## src/rtl/sobel_filter_if.sv

```systemverilog
// ---------------------------------------------------------------------------
// sobel_filter_if
// Purpose : pixel-stream bundle between a window source and sobel_filter.
// Signals : vsync      - low = frame blanking
//           in_valid   - pix_window holds the next 3x3 neighbourhood
//           pix_window - NW N NE W C E SW S SE, 8 bits each, NW in the MSBs
//           threshold  - binarisation level
//           edge_pix   - saturated gradient magnitude
//           edge_bin   - edge_pix > threshold
//           out_valid  - edge_pix / edge_bin / out_addr valid
//           out_addr   - linear frame address of the output pixel
//           frame_done - one-cycle pulse with the last pixel of a frame
// Modports: master drives the window side, slave is the filter.
// ---------------------------------------------------------------------------
interface sobel_filter_if;
    localparam int unsigned PIX_W = 8;
    localparam int unsigned WIN_W = 9 * PIX_W;
    localparam int unsigned ADDR_W = 19;

    logic              vsync;
    logic              in_valid;
    logic [WIN_W-1:0]  pix_window;
    logic [PIX_W-1:0]  threshold;
    logic [PIX_W-1:0]  edge_pix;
    logic              edge_bin;
    logic              out_valid;
    logic [ADDR_W-1:0] out_addr;
    logic              frame_done;

    modport master (
        output vsync, in_valid, pix_window, threshold,
        input  edge_pix, edge_bin, out_valid, out_addr, frame_done
    );

    modport slave (
        input  vsync, in_valid, pix_window, threshold,
        output edge_pix, edge_bin, out_valid, out_addr, frame_done
    );
endinterface

```

## src/rtl/sobel_filter.sv

```systemverilog
// ---------------------------------------------------------------------------
// sobel_filter
// Purpose : 3-stage Sobel edge detector on a stream of 3x3 grey windows.
//           Tracks the frame position of each accepted window, forces border
//           pixels to zero, saturates |Gx|+|Gy| to 8 bits and binarises it.
// Ports   : CLK25  - pixel clock
//           reset  - synchronous active-high reset
//           io_bus - sobel_filter_if.slave (window in, edge result out)
// ---------------------------------------------------------------------------
module sobel_filter #(
    parameter int unsigned H_RES = 640,
    parameter int unsigned V_RES = 480
) (
    input  logic          CLK25,
    input  logic          reset,
    sobel_filter_if.slave io_bus
);
    localparam int unsigned PIX_W  = 8;
    localparam int unsigned G_W    = 11;
    localparam int unsigned ADDR_W = 19;
    localparam int unsigned X_W    = $clog2(H_RES);
    localparam int unsigned Y_W    = $clog2(V_RES);
    localparam int unsigned FRAME  = H_RES * V_RES;

    // Position of the centre pixel of the next accepted window
    logic [X_W-1:0]    r_x;
    logic [Y_W-1:0]    r_y;
    logic [ADDR_W-1:0] r_addr;

    // Stage 1
    logic              r_v1;
    logic [PIX_W-1:0]  r_nw, r_n, r_ne, r_w, r_e, r_sw, r_s, r_se;
    logic [PIX_W-1:0]  r_thr1;
    logic [ADDR_W-1:0] r_addr1;
    logic              r_border1;

    // Stage 2
    logic              r_v2;
    logic signed [G_W-1:0] r_gx, r_gy;
    logic [PIX_W-1:0]  r_thr2;
    logic [ADDR_W-1:0] r_addr2;
    logic              r_border2;

    // Stage 3 (outputs)
    logic [PIX_W-1:0]  r_edge_pix;
    logic              r_edge_bin;
    logic              r_out_valid;
    logic [ADDR_W-1:0] r_out_addr;
    logic              r_frame_done;

    logic              w_accept;
    logic              w_border;
    logic [G_W-1:0]    w_gx_pos, w_gx_neg, w_gy_pos, w_gy_neg;
    logic [G_W-1:0]    w_abs_gx, w_abs_gy, w_mag;
    logic [PIX_W-1:0]  w_pix;
    logic              w_unused_centre;

    // The centre sample carries no weight in either Sobel kernel
    assign w_unused_centre = ^io_bus.pix_window[39:32];

    assign w_accept = io_bus.in_valid && io_bus.vsync && (r_addr < ADDR_W'(FRAME));
    assign w_border = (r_x == '0) || (r_x == X_W'(H_RES - 1)) ||
                      (r_y == '0) || (r_y == Y_W'(V_RES - 1));

    // Position counters and pipeline valid bits; blanking acts like a reset
    always_ff @(posedge CLK25) begin
        if (reset || !io_bus.vsync) begin
            r_x    <= '0;
            r_y    <= '0;
            r_addr <= '0;
            r_v1   <= 1'b0;
            r_v2   <= 1'b0;
        end else begin
            r_v1 <= w_accept;
            r_v2 <= r_v1;
            if (w_accept) begin
                r_addr <= r_addr + ADDR_W'(1);
                if (r_x == X_W'(H_RES - 1)) begin
                    r_x <= '0;
                    r_y <= (r_y == Y_W'(V_RES - 1)) ? '0 : r_y + Y_W'(1);
                end else begin
                    r_x <= r_x + X_W'(1);
                end
            end
        end
    end

    // Stage 1 payload capture
    always_ff @(posedge CLK25) begin
        if (w_accept) begin
            {r_nw, r_n, r_ne} <= io_bus.pix_window[71:48];
            r_w               <= io_bus.pix_window[47:40];
            r_e               <= io_bus.pix_window[31:24];
            {r_sw, r_s, r_se} <= io_bus.pix_window[23:0];
            r_thr1            <= io_bus.threshold;
            r_addr1           <= r_addr;
            r_border1         <= w_border;
        end
    end

    // Gradients: positive and negative kernel halves summed separately, the
    // 11-bit difference wraps into the correct two's-complement result
    always_comb begin
        w_gx_pos = G_W'(r_ne) + {2'b00, r_e, 1'b0} + G_W'(r_se);
        w_gx_neg = G_W'(r_nw) + {2'b00, r_w, 1'b0} + G_W'(r_sw);
        w_gy_pos = G_W'(r_sw) + {2'b00, r_s, 1'b0} + G_W'(r_se);
        w_gy_neg = G_W'(r_nw) + {2'b00, r_n, 1'b0} + G_W'(r_ne);
    end

    // Stage 2
    always_ff @(posedge CLK25) begin
        if (r_v1) begin
            r_gx      <= $signed(w_gx_pos - w_gx_neg);
            r_gy      <= $signed(w_gy_pos - w_gy_neg);
            r_thr2    <= r_thr1;
            r_addr2   <= r_addr1;
            r_border2 <= r_border1;
        end
    end

    // Magnitude, saturation and border masking
    always_comb begin
        w_abs_gx = r_gx[G_W-1] ? $unsigned(-r_gx) : $unsigned(r_gx);
        w_abs_gy = r_gy[G_W-1] ? $unsigned(-r_gy) : $unsigned(r_gy);
        w_mag    = w_abs_gx + w_abs_gy;
        w_pix    = (w_mag > G_W'(255)) ? PIX_W'(255) : w_mag[PIX_W-1:0];
        if (r_border2) begin
            w_pix = '0;
        end
    end

    // Stage 3: data outputs hold across bubbles
    always_ff @(posedge CLK25) begin
        if (reset) begin
            r_edge_pix   <= '0;
            r_edge_bin   <= 1'b0;
            r_out_valid  <= 1'b0;
            r_out_addr   <= '0;
            r_frame_done <= 1'b0;
        end else begin
            r_out_valid  <= r_v2 && io_bus.vsync;
            r_frame_done <= r_v2 && io_bus.vsync && (r_addr2 == ADDR_W'(FRAME - 1));
            if (r_v2 && io_bus.vsync) begin
                r_edge_pix <= w_pix;
                r_edge_bin <= (w_pix > r_thr2);
                r_out_addr <= r_addr2;
            end
        end
    end

    assign io_bus.edge_pix   = r_edge_pix;
    assign io_bus.edge_bin   = r_edge_bin;
    assign io_bus.out_valid  = r_out_valid;
    assign io_bus.out_addr   = r_out_addr;
    assign io_bus.frame_done = r_frame_done;
endmodule
```

## src/flat_wrapper.sv

```systemverilog
// flat-port wrapper written by rule: the top's interface ports become plain ports
module sobel_filter_flat 
#(
    parameter int unsigned H_RES = 640,
    parameter int unsigned V_RES = 480
)
  (CLK25, reset, io_bus_vsync, io_bus_in_valid, io_bus_pix_window, io_bus_threshold, io_bus_edge_pix, io_bus_edge_bin, io_bus_out_valid, io_bus_out_addr, io_bus_frame_done);
  sobel_filter_if io_bus_i ();
  input  logic CLK25;
  input  logic reset;
  input wire logic [$bits(io_bus_i.vsync)-1:0] io_bus_vsync;
  input wire logic [$bits(io_bus_i.in_valid)-1:0] io_bus_in_valid;
  input wire logic [$bits(io_bus_i.pix_window)-1:0] io_bus_pix_window;
  input wire logic [$bits(io_bus_i.threshold)-1:0] io_bus_threshold;
  output wire logic [$bits(io_bus_i.edge_pix)-1:0] io_bus_edge_pix;
  output wire logic [$bits(io_bus_i.edge_bin)-1:0] io_bus_edge_bin;
  output wire logic [$bits(io_bus_i.out_valid)-1:0] io_bus_out_valid;
  output wire logic [$bits(io_bus_i.out_addr)-1:0] io_bus_out_addr;
  output wire logic [$bits(io_bus_i.frame_done)-1:0] io_bus_frame_done;
  assign io_bus_i.vsync = io_bus_vsync;
  assign io_bus_i.in_valid = io_bus_in_valid;
  assign io_bus_i.pix_window = io_bus_pix_window;
  assign io_bus_i.threshold = io_bus_threshold;
  assign io_bus_edge_pix = io_bus_i.edge_pix;
  assign io_bus_edge_bin = io_bus_i.edge_bin;
  assign io_bus_out_valid = io_bus_i.out_valid;
  assign io_bus_out_addr = io_bus_i.out_addr;
  assign io_bus_frame_done = io_bus_i.frame_done;
  sobel_filter #(.H_RES(H_RES), .V_RES(V_RES)) u_core (.CLK25(CLK25), .reset(reset), .io_bus(io_bus_i));
endmodule
```

## config.mk

```make
export PLATFORM = sky130hd
export DESIGN_NAME = sobel_filter_flat
export DESIGN_NICKNAME = d
export VERILOG_FILES = /design/src/rtl/sobel_filter_if.sv /design/src/rtl/sobel_filter.sv /design/src/flat_wrapper.sv
export SDC_FILE = /design/constraint.sdc
export NUM_CORES = 1
export LEC_CHECK = 0
export ABC_AREA = 0
export BUFFER_PORTS_ARGS = -buffer_cell sky130_fd_sc_hd__buf_4
export CORE_ASPECT_RATIO = 0.75
export CORE_MARGIN = 5
export CORE_UTILIZATION = 40
export DETAILED_ROUTE_END_ITERATION = 10
export GPL_ROUTABILITY_DRIVEN = 0
export PLACE_DENSITY = 0.61
export REMOVE_ABC_BUFFERS = 1
export SLEW_MARGIN = 10
export SYNTH_ARGS = -nofsm -noshare
export SYNTH_HDL_FRONTEND = slang
export SYNTH_SLANG_ARGS = --single-unit
```

## constraint.sdc

```tcl
create_clock -name CLK25 -period 4.2 [get_ports CLK25]
set_clock_uncertainty 0.05 [all_clocks]
set_input_delay 0.42 -clock CLK25 [delete_from_list [all_inputs] [get_ports CLK25]]
set_output_delay 0.42 -clock CLK25 [all_outputs]
set_load 0.01 [all_outputs]
```

==> results of run 1 <==
[layout by cell type, fill, tap and decap left out, types with 5 or more instances in the layout]
cell	netlist	routed
buf_4	0	166
edfxtp_1	142	142
nand2_1	83	83
inv_1	78	76
ha_1	81	71
dfxtp_1	70	69
nor2_1	66	64
xnor2_1	57	52
a21oi_1	68	46
xor2_1	40	39
fa_1	37	31
clkbuf_16	0	25
a21oi_2	0	21
o21ai_0	25	19
nand4_1	17	17
nor2b_1	17	17
nand3_1	13	13
o21bai_1	13	12
a21o_1	11	11
nor3_1	13	8
and4_1	8	8
and2_1	8	8
o21ai_1	5	7
ha_4	0	7
clkinv_2	0	7
a22o_1	6	6
fa_2	0	6
o21a_1	5	5
or3_1	5	5
o21ai_2	1	5
xnor2_2	0	5
and3_1	5	5
dlygate4sd3_1	0	5
[what timing repair did]
action,4_1_cts,5_1_grt
buffers inserted,4,11
hold endpoints to repair,5,0
resized for setup,30,46
endpoints found under the setup margin,4,7
pin swaps,18,51
gates cloned,0,0
hold buffers,5,0
[how the worst min path moves through the flow]
stage                                         to                          from  slack [ns]  cells past startpoint
finish                  u_core.r_se[1]$_DFFE_PP_          io_bus_pix_window[1]        0.03                      1
global route          u_core.r_thr1[4]$_DFFE_PP_           io_bus_threshold[4]       0.002                      1
CTS                     u_core.r_ne[0]$_DFFE_PP_         io_bus_pix_window[48]      0.0005                      1
detailed placement   u_core.r_addr2[0]$_DFFE_PP_   u_core.r_addr1[0]$_DFFE_PP_        0.36                      0
global placement    u_core.r_addr2[15]$_DFFE_PP_  u_core.r_addr1[15]$_DFFE_PP_        0.35                      0
floorplan            u_core.r_addr2[0]$_DFFE_PP_   u_core.r_addr1[0]$_DFFE_PP_        0.35                      0
[routing by layer]
layer	vias up	track usage (%)	routed length, µm	part of all wire (%)
li1	3679	-	-	-
met2	102	20.8	9000	42
met5	-	0	0	0
met4	0	2.90	419	1.9
met1	3348	21.2	11400	53
met3	30	2.29	734	3.4
[layout make-up]
| class | instances | area [µm²] |
|---|---|---|
| flip-flops and latches | 212 | 5670 |
| clock inverters | 17 | 163 |
| inverters | 78 | 293 |
| repair buffers | 173 | 1330 |
| well taps | 351 | 439 |
| multi-input cells | 635 | 5290 |
| clock buffers | 27 | 643 |
| fillers | 2320 | 13200 |
[state kept, by name, indices dropped and copies added (netlist names), 9 cells and up]
signal	flops
u_core.io_bus.out_addr	19
u_core.r_addr	19
u_core.r_addr1	19
u_core.r_addr2	19
u_core.r_gx	11
u_core.r_gy	11
u_core.r_x	10
u_core.r_y	9
[logic make-up after synthesis]
group                      Yosys count  share of synthesized area (%)
AOI/OAI and AO/OA                  164                           10.0
xor gates and xnor gates            97                           7.74
adders and majority gates          118                           16.0
buffers and inverters               93                           3.26
DFF                                212                           51.6
muxes                                1                         0.0912
and+or+nand+nor                    255                           11.3
[per-stage QoR]
stage                     hold WS [ns]  setup WS, ns  cell area (µm²)  power [mW]
after floorplan                  0.350         -2.83            10900        4.92
after global placement           0.353        -0.142            12500        5.92
after detailed placement         0.355        -0.190            12500        5.97
after CTS                     0.000506       -0.0131            13500        8.15
after global routing           0.00177        -0.105            13800        9.06
final                           0.0269        0.0602            13800        8.43
[power breakdown]
part           switching [mW]  internal (mW)  total (mW)
clock network           0.854           1.24        2.09
registers               0.118           2.50        2.62
logic                    1.85           1.87        3.72
total                    2.82           5.61        8.43
[worst max-delay path, cell delays in order, from the launching register on]
cell and delay (ns):
edfxtp_1 0.46, ha_4 0.22, fa_2 0.36, a21oi_2 0.13, nor2_1 0.06, nor2_2 0.12
o21bai_1 0.09, a21oi_2 0.21, xnor2_2 0.09, fa_1 0.51, inv_1 0.05, fa_1 0.50
ha_4 0.20, nor3_4 0.19, a21oi_2 0.09, and4_1 0.19, or3_1 0.35
==> impl_metrics.yaml, run 1 <==
logic_synthesis:
  avgSynthCellArea_um2: 11.7
  synthDistinctLibCells: 58
  async_flop_share_pct: 0
  synth_edf_count: 142
  synthCells: 940
  ys_seq_elements: 212
  synth.most_common_cell: "edfxtp_1"
  ys_warn_count: 0
  synth_top_area_share_pct: 38.9
  yosysSeqAreaShare_pct: 51.6
  synth_flop_cell: "edfxtp_1"
  netlist_top_cells_count: "edfxtp_1 (142), nand2_1 (83), ha_1 (81)"
  synth_area_leaders: "edfxtp_1 (39%), dfxtp_1 (13%), ha_1 (9.2%), fa_1 (6.7%), xnor2_1 (4.5%)"
  yosysTopAreaCell: "edfxtp_1"
  netlist_area_um2: 11000
cts:
  cts_max_level: 1
  cts.path.max_buffers: 3
  cts_inserted_buffers: 24
  root_buffer: "clkbuf_16"
  cts_tree: "yes"
  clk_latency_ns: 0.52
  clock_sinks: 212
  clk_pin_slew_worst_paths_ns: 0.06
drt:
  drtIter0Drc: 269
  drc: 0
  num_vias: 7159
  first_pass_iters: 4
  antenna_left: 0
  wl_per_cell_um: 14.4
  wirelength_mm: 21.6
  viasPerCell: 4.80
pwr:
  powerDensity_nw_per_um2: 610
  ir_worst_vdd_v: 0.000371
  leakagePower_nw: 5.50
status:
  status: "complete, no violations"
timing:
  finalCritPeriodShare_pct: 98.6
  finalHoldViolations: 0
  period_minus_slack_ns: 4.14
  tightestPinTransition_ns: 1.02
  final-setup-viol-count: 0
  fin_tns_setup_ns: 0
  clock.fmax_ghz: 0.242
  report.final.slew_viol_count: 0
  grt_setup_unrepaired: "yes"
  slew_headroom_pct: 32.0
setup_path:
  crit_arrival_ns: 4.35
  worstSetupPathType: "reg -> reg"
  start_kind: "register"
  crit_start: "u_core.r_nw[1]$_DFFE_PP_"
  timing.rr.end: "u_core.r_gy[10]$_DFFE_PP_"
  rr_startpoint: "u_core.r_nw[1]$_DFFE_PP_"
  worstPathMaxFanout: 3
  crit_required_ns: 4.41
  rrSetupSlack_ns: 0.06
  rr_worst_depth: 16
  endpoint: "u_core.r_gy[10]$_DFFE_PP_"
  crit_path_end_kind: "register"
floorplanning:
  std_cell_rows: 52
  coreArea_um2: 27000
  die_w_um: 201
  die_h_um: 153
  dieArea_um2: 30900
  io_pins: 114
  start_util_pct: 40.6
layout:
  finish.utilization_pct: 51.2
  drive_above_1_share_pct: 25.4
  instances_no_fill: 1493
  num_antenna_cells: 0
  areaGrowthSynthToFinish_pct: 25.9
  nets: 1326
min_path:
  hold_class: "in -> reg"
global_route:
  grt_max_degree: 72
  first_global_vias: 7148
  grt_overflow: 0
  grt_usage_pct: 13.8
  grt_pass1_wl_mm: 36.0
  antenna_found_initial: 0
place:
  hpwlAfterDp_mm: 16.0
  port_buffers: 105
  placedCellCount: 1429
flow_run:
  max_cap_viol_count: 0
Power figures use the tool's default switching activity.
==> run 2, diff against run 1 <==
--- a/config.mk
+++ b/config.mk
@@ -9,11 +9,12 @@
 export BUFFER_PORTS_ARGS = -buffer_cell sky130_fd_sc_hd__buf_4
 export CORE_ASPECT_RATIO = 0.75
 export CORE_MARGIN = 5
-export CORE_UTILIZATION = 40
+export CORE_UTILIZATION = 54
 export DETAILED_ROUTE_END_ITERATION = 10
 export GPL_ROUTABILITY_DRIVEN = 0
-export PLACE_DENSITY = 0.61
+export PLACE_DENSITY = 0.78
 export REMOVE_ABC_BUFFERS = 1
+export SKIP_CTS_REPAIR_TIMING = 1
 export SLEW_MARGIN = 10
 export SYNTH_ARGS = -nofsm -noshare
 export SYNTH_HDL_FRONTEND = slang
==> impl_metrics.yaml, run 2 (synthesis results as in run 1) <==
floorplanning:
  coreArea_um2: 20100
  start_util_pct: 54.6
  die_w_um: 175
  std_cell_rows: 45
  dieArea_um2: 23300
  die_h_um: 133
  io_pins: 114
cts:
  clk_latency_ns: 0.50
  cts_max_level: 1
  clk_pin_slew_worst_paths_ns: 0.07
  clock_sinks: 212
  cts.path.max_buffers: 3
  root_buffer: "clkbuf_16"
  cts_tree: "yes"
  cts_inserted_buffers: 22
setup_path:
  worstPathMaxFanout: 3
  worstSetupPathType: "reg -> reg"
  crit_required_ns: 4.38
  start_kind: "register"
  crit_arrival_ns: 4.43
  crit_path_end_kind: "register"
pwr:
  switching_share_pct: 34.6
  ir_worst_vdd_v: 0.000386
  p_seq_share_pct: 31.4
  pwr-share-clk_pct: 21.7
  leakagePower_nw: 5.40
  combPwrFrac_pct: 46.9
  power_switching_mw: 2.90
  powerDensity_nw_per_um2: 616
  p_total_mw: 8.37
  p_int_mw: 5.47
layout:
  areaGrowthSynthToFinish_pct: 23.9
  finish.utilization_pct: 67.7
  instances_no_fill: 1387
  drive_above_1_share_pct: 26.0
  nets: 1315
  fillers: 1434
  num_antenna_cells: 0
  multiInputGateArea_um2: 5390
  layout_commonest_cell: "buf_4"
  postLayoutCellArea_um2: 13600
  final_cell_mix: "buf_4 (163), edfxtp_1 (142), nand2_1 (83)"
  seqCellArea_um2: 5670
timing:
  grt_setup_unrepaired: "yes"
  finalHoldViolations: 0
  period_minus_slack_ns: 4.24
  clock.fmax_ghz: 0.236
  slew_headroom_pct: 32.2
  tightestPinTransition_ns: 1.02
  fin_ws_ns: -0.0439
  final-setup-viol-count: 1
  finalCritPeriodShare_pct: 101
  report.final.slew_viol_count: 0
drt:
  antenna_left: 0
  drc: 0
  viasPerCell: 5.34
  wl_per_cell_um: 15.8
  num_vias: 7411
  drtIter0Drc: 436
  first_pass_iters: 5
  wirelength_mm: 21.9
global_route:
  grt_pass1_wl_mm: 34.9
  first_global_vias: 7229
  antenna_found_initial: 0
  grt_overflow: 0
  grt_usage_pct: 18.0
  grt_max_degree: 52
status:
  failed_checks: "negative setup slack"
  status: "complete, but fails checks"
place:
  port_buffers: 105
  hpwlAfterDp_mm: 15.4
  dpl_cell_area_um2: 12300
  placedCellCount: 1329
flow_run:
  max_cap_viol_count: 0
min_path:
  hold_class: "in -> reg"
## run 2: cell count changes in the layout (fill, tap and decap cells not counted), moves of 3 or more
cell / before / now
ha_1: 71 / 65
ha_2: 3 / 6
buf_4: 166 / 163
dlygate4sd3_1: 5 / 0
ha_4: 7 / 10
clkbuf_1: 1 / 5
inv_6: 3 / 0
## run 2: critical path, stage by stage, from the launching register on
cell	delay (ns)
edfxtp_1	0.46
ha_4	0.23
fa_2	0.40
a21oi_2	0.15
nor2_1	0.07
nor2_2	0.12
o21bai_1	0.09
a21oi_2	0.19
xnor2_2	0.10
fa_1	0.54
inv_1	0.05
fa_1	0.48
ha_4	0.20
nor3_2	0.19
a21oi_2	0.10
and4_1	0.17
or3_1	0.38
## run 2: worst paths after layout
| kind | startpoint | endpoint | slack (ns) | depth (start not counted) |
|---|---|---|---|---|
| hold reg to reg | u_core.r_addr1[15]$_DFFE_PP_ | u_core.r_addr2[15]$_DFFE_PP_ | 0.37 | 0 |
| setup reg to reg | u_core.r_nw[1]$_DFFE_PP_ | u_core.r_gy[10]$_DFFE_PP_ | -0.04 | 16 |
| setup / recovery | u_core.r_nw[1]$_DFFE_PP_ | u_core.r_gy[10]$_DFFE_PP_ | -0.04 | 16 |
| hold / removal | io_bus_pix_window[18] | u_core.r_sw[2]$_DFFE_PP_ | 0.04 | 1 |
## run 2: layout make-up
type,instances,share of cell area (%)
clock buffers,30,4.57
clock inverters,10,0.460
inverters,78,2.15
multi-input cells,635,39.7
flip-flops and latches,212,41.7
well taps,258,2.37
repair buffers,164,9.08
## run 2: power by group through the flow
stage	Sequential, mW	Combinational (mW)	Clock [mW]
3_3_place_gp	2.65	3.11	0
3_5_place_dp	2.66	3.19	0
2_1_floorplan	2.64	2.28	0
5_1_grt	2.65	4.36	1.94
6_report	2.63	3.93	1.81
4_1_cts	2.61	3.22	1.86
## run 2: layer usage
metal | part of all wire [%] | routed length (µm) | GRT usage (%)
met5 | 0 | 0 | 0
met4 | 1.8 | 391 | 4.27
met1 | 47 | 10300 | 26.1
met2 | 47 | 10200 | 28.4
met3 | 4.5 | 978 | 3.26
## run 2: metrics by stage
step	setup slack [ns]	hold slack (ns)	setup TNS, ns
after detailed placement	-0.212	0.355	-0.458
after global placement	-0.0776	0.353	-0.147
after global routing	-0.213	0.0215	-0.539
final	-0.0439	0.0437	-0.0439
after floorplan	-2.83	0.350	-247.86
after CTS	-0.232	0.0267	-0.579
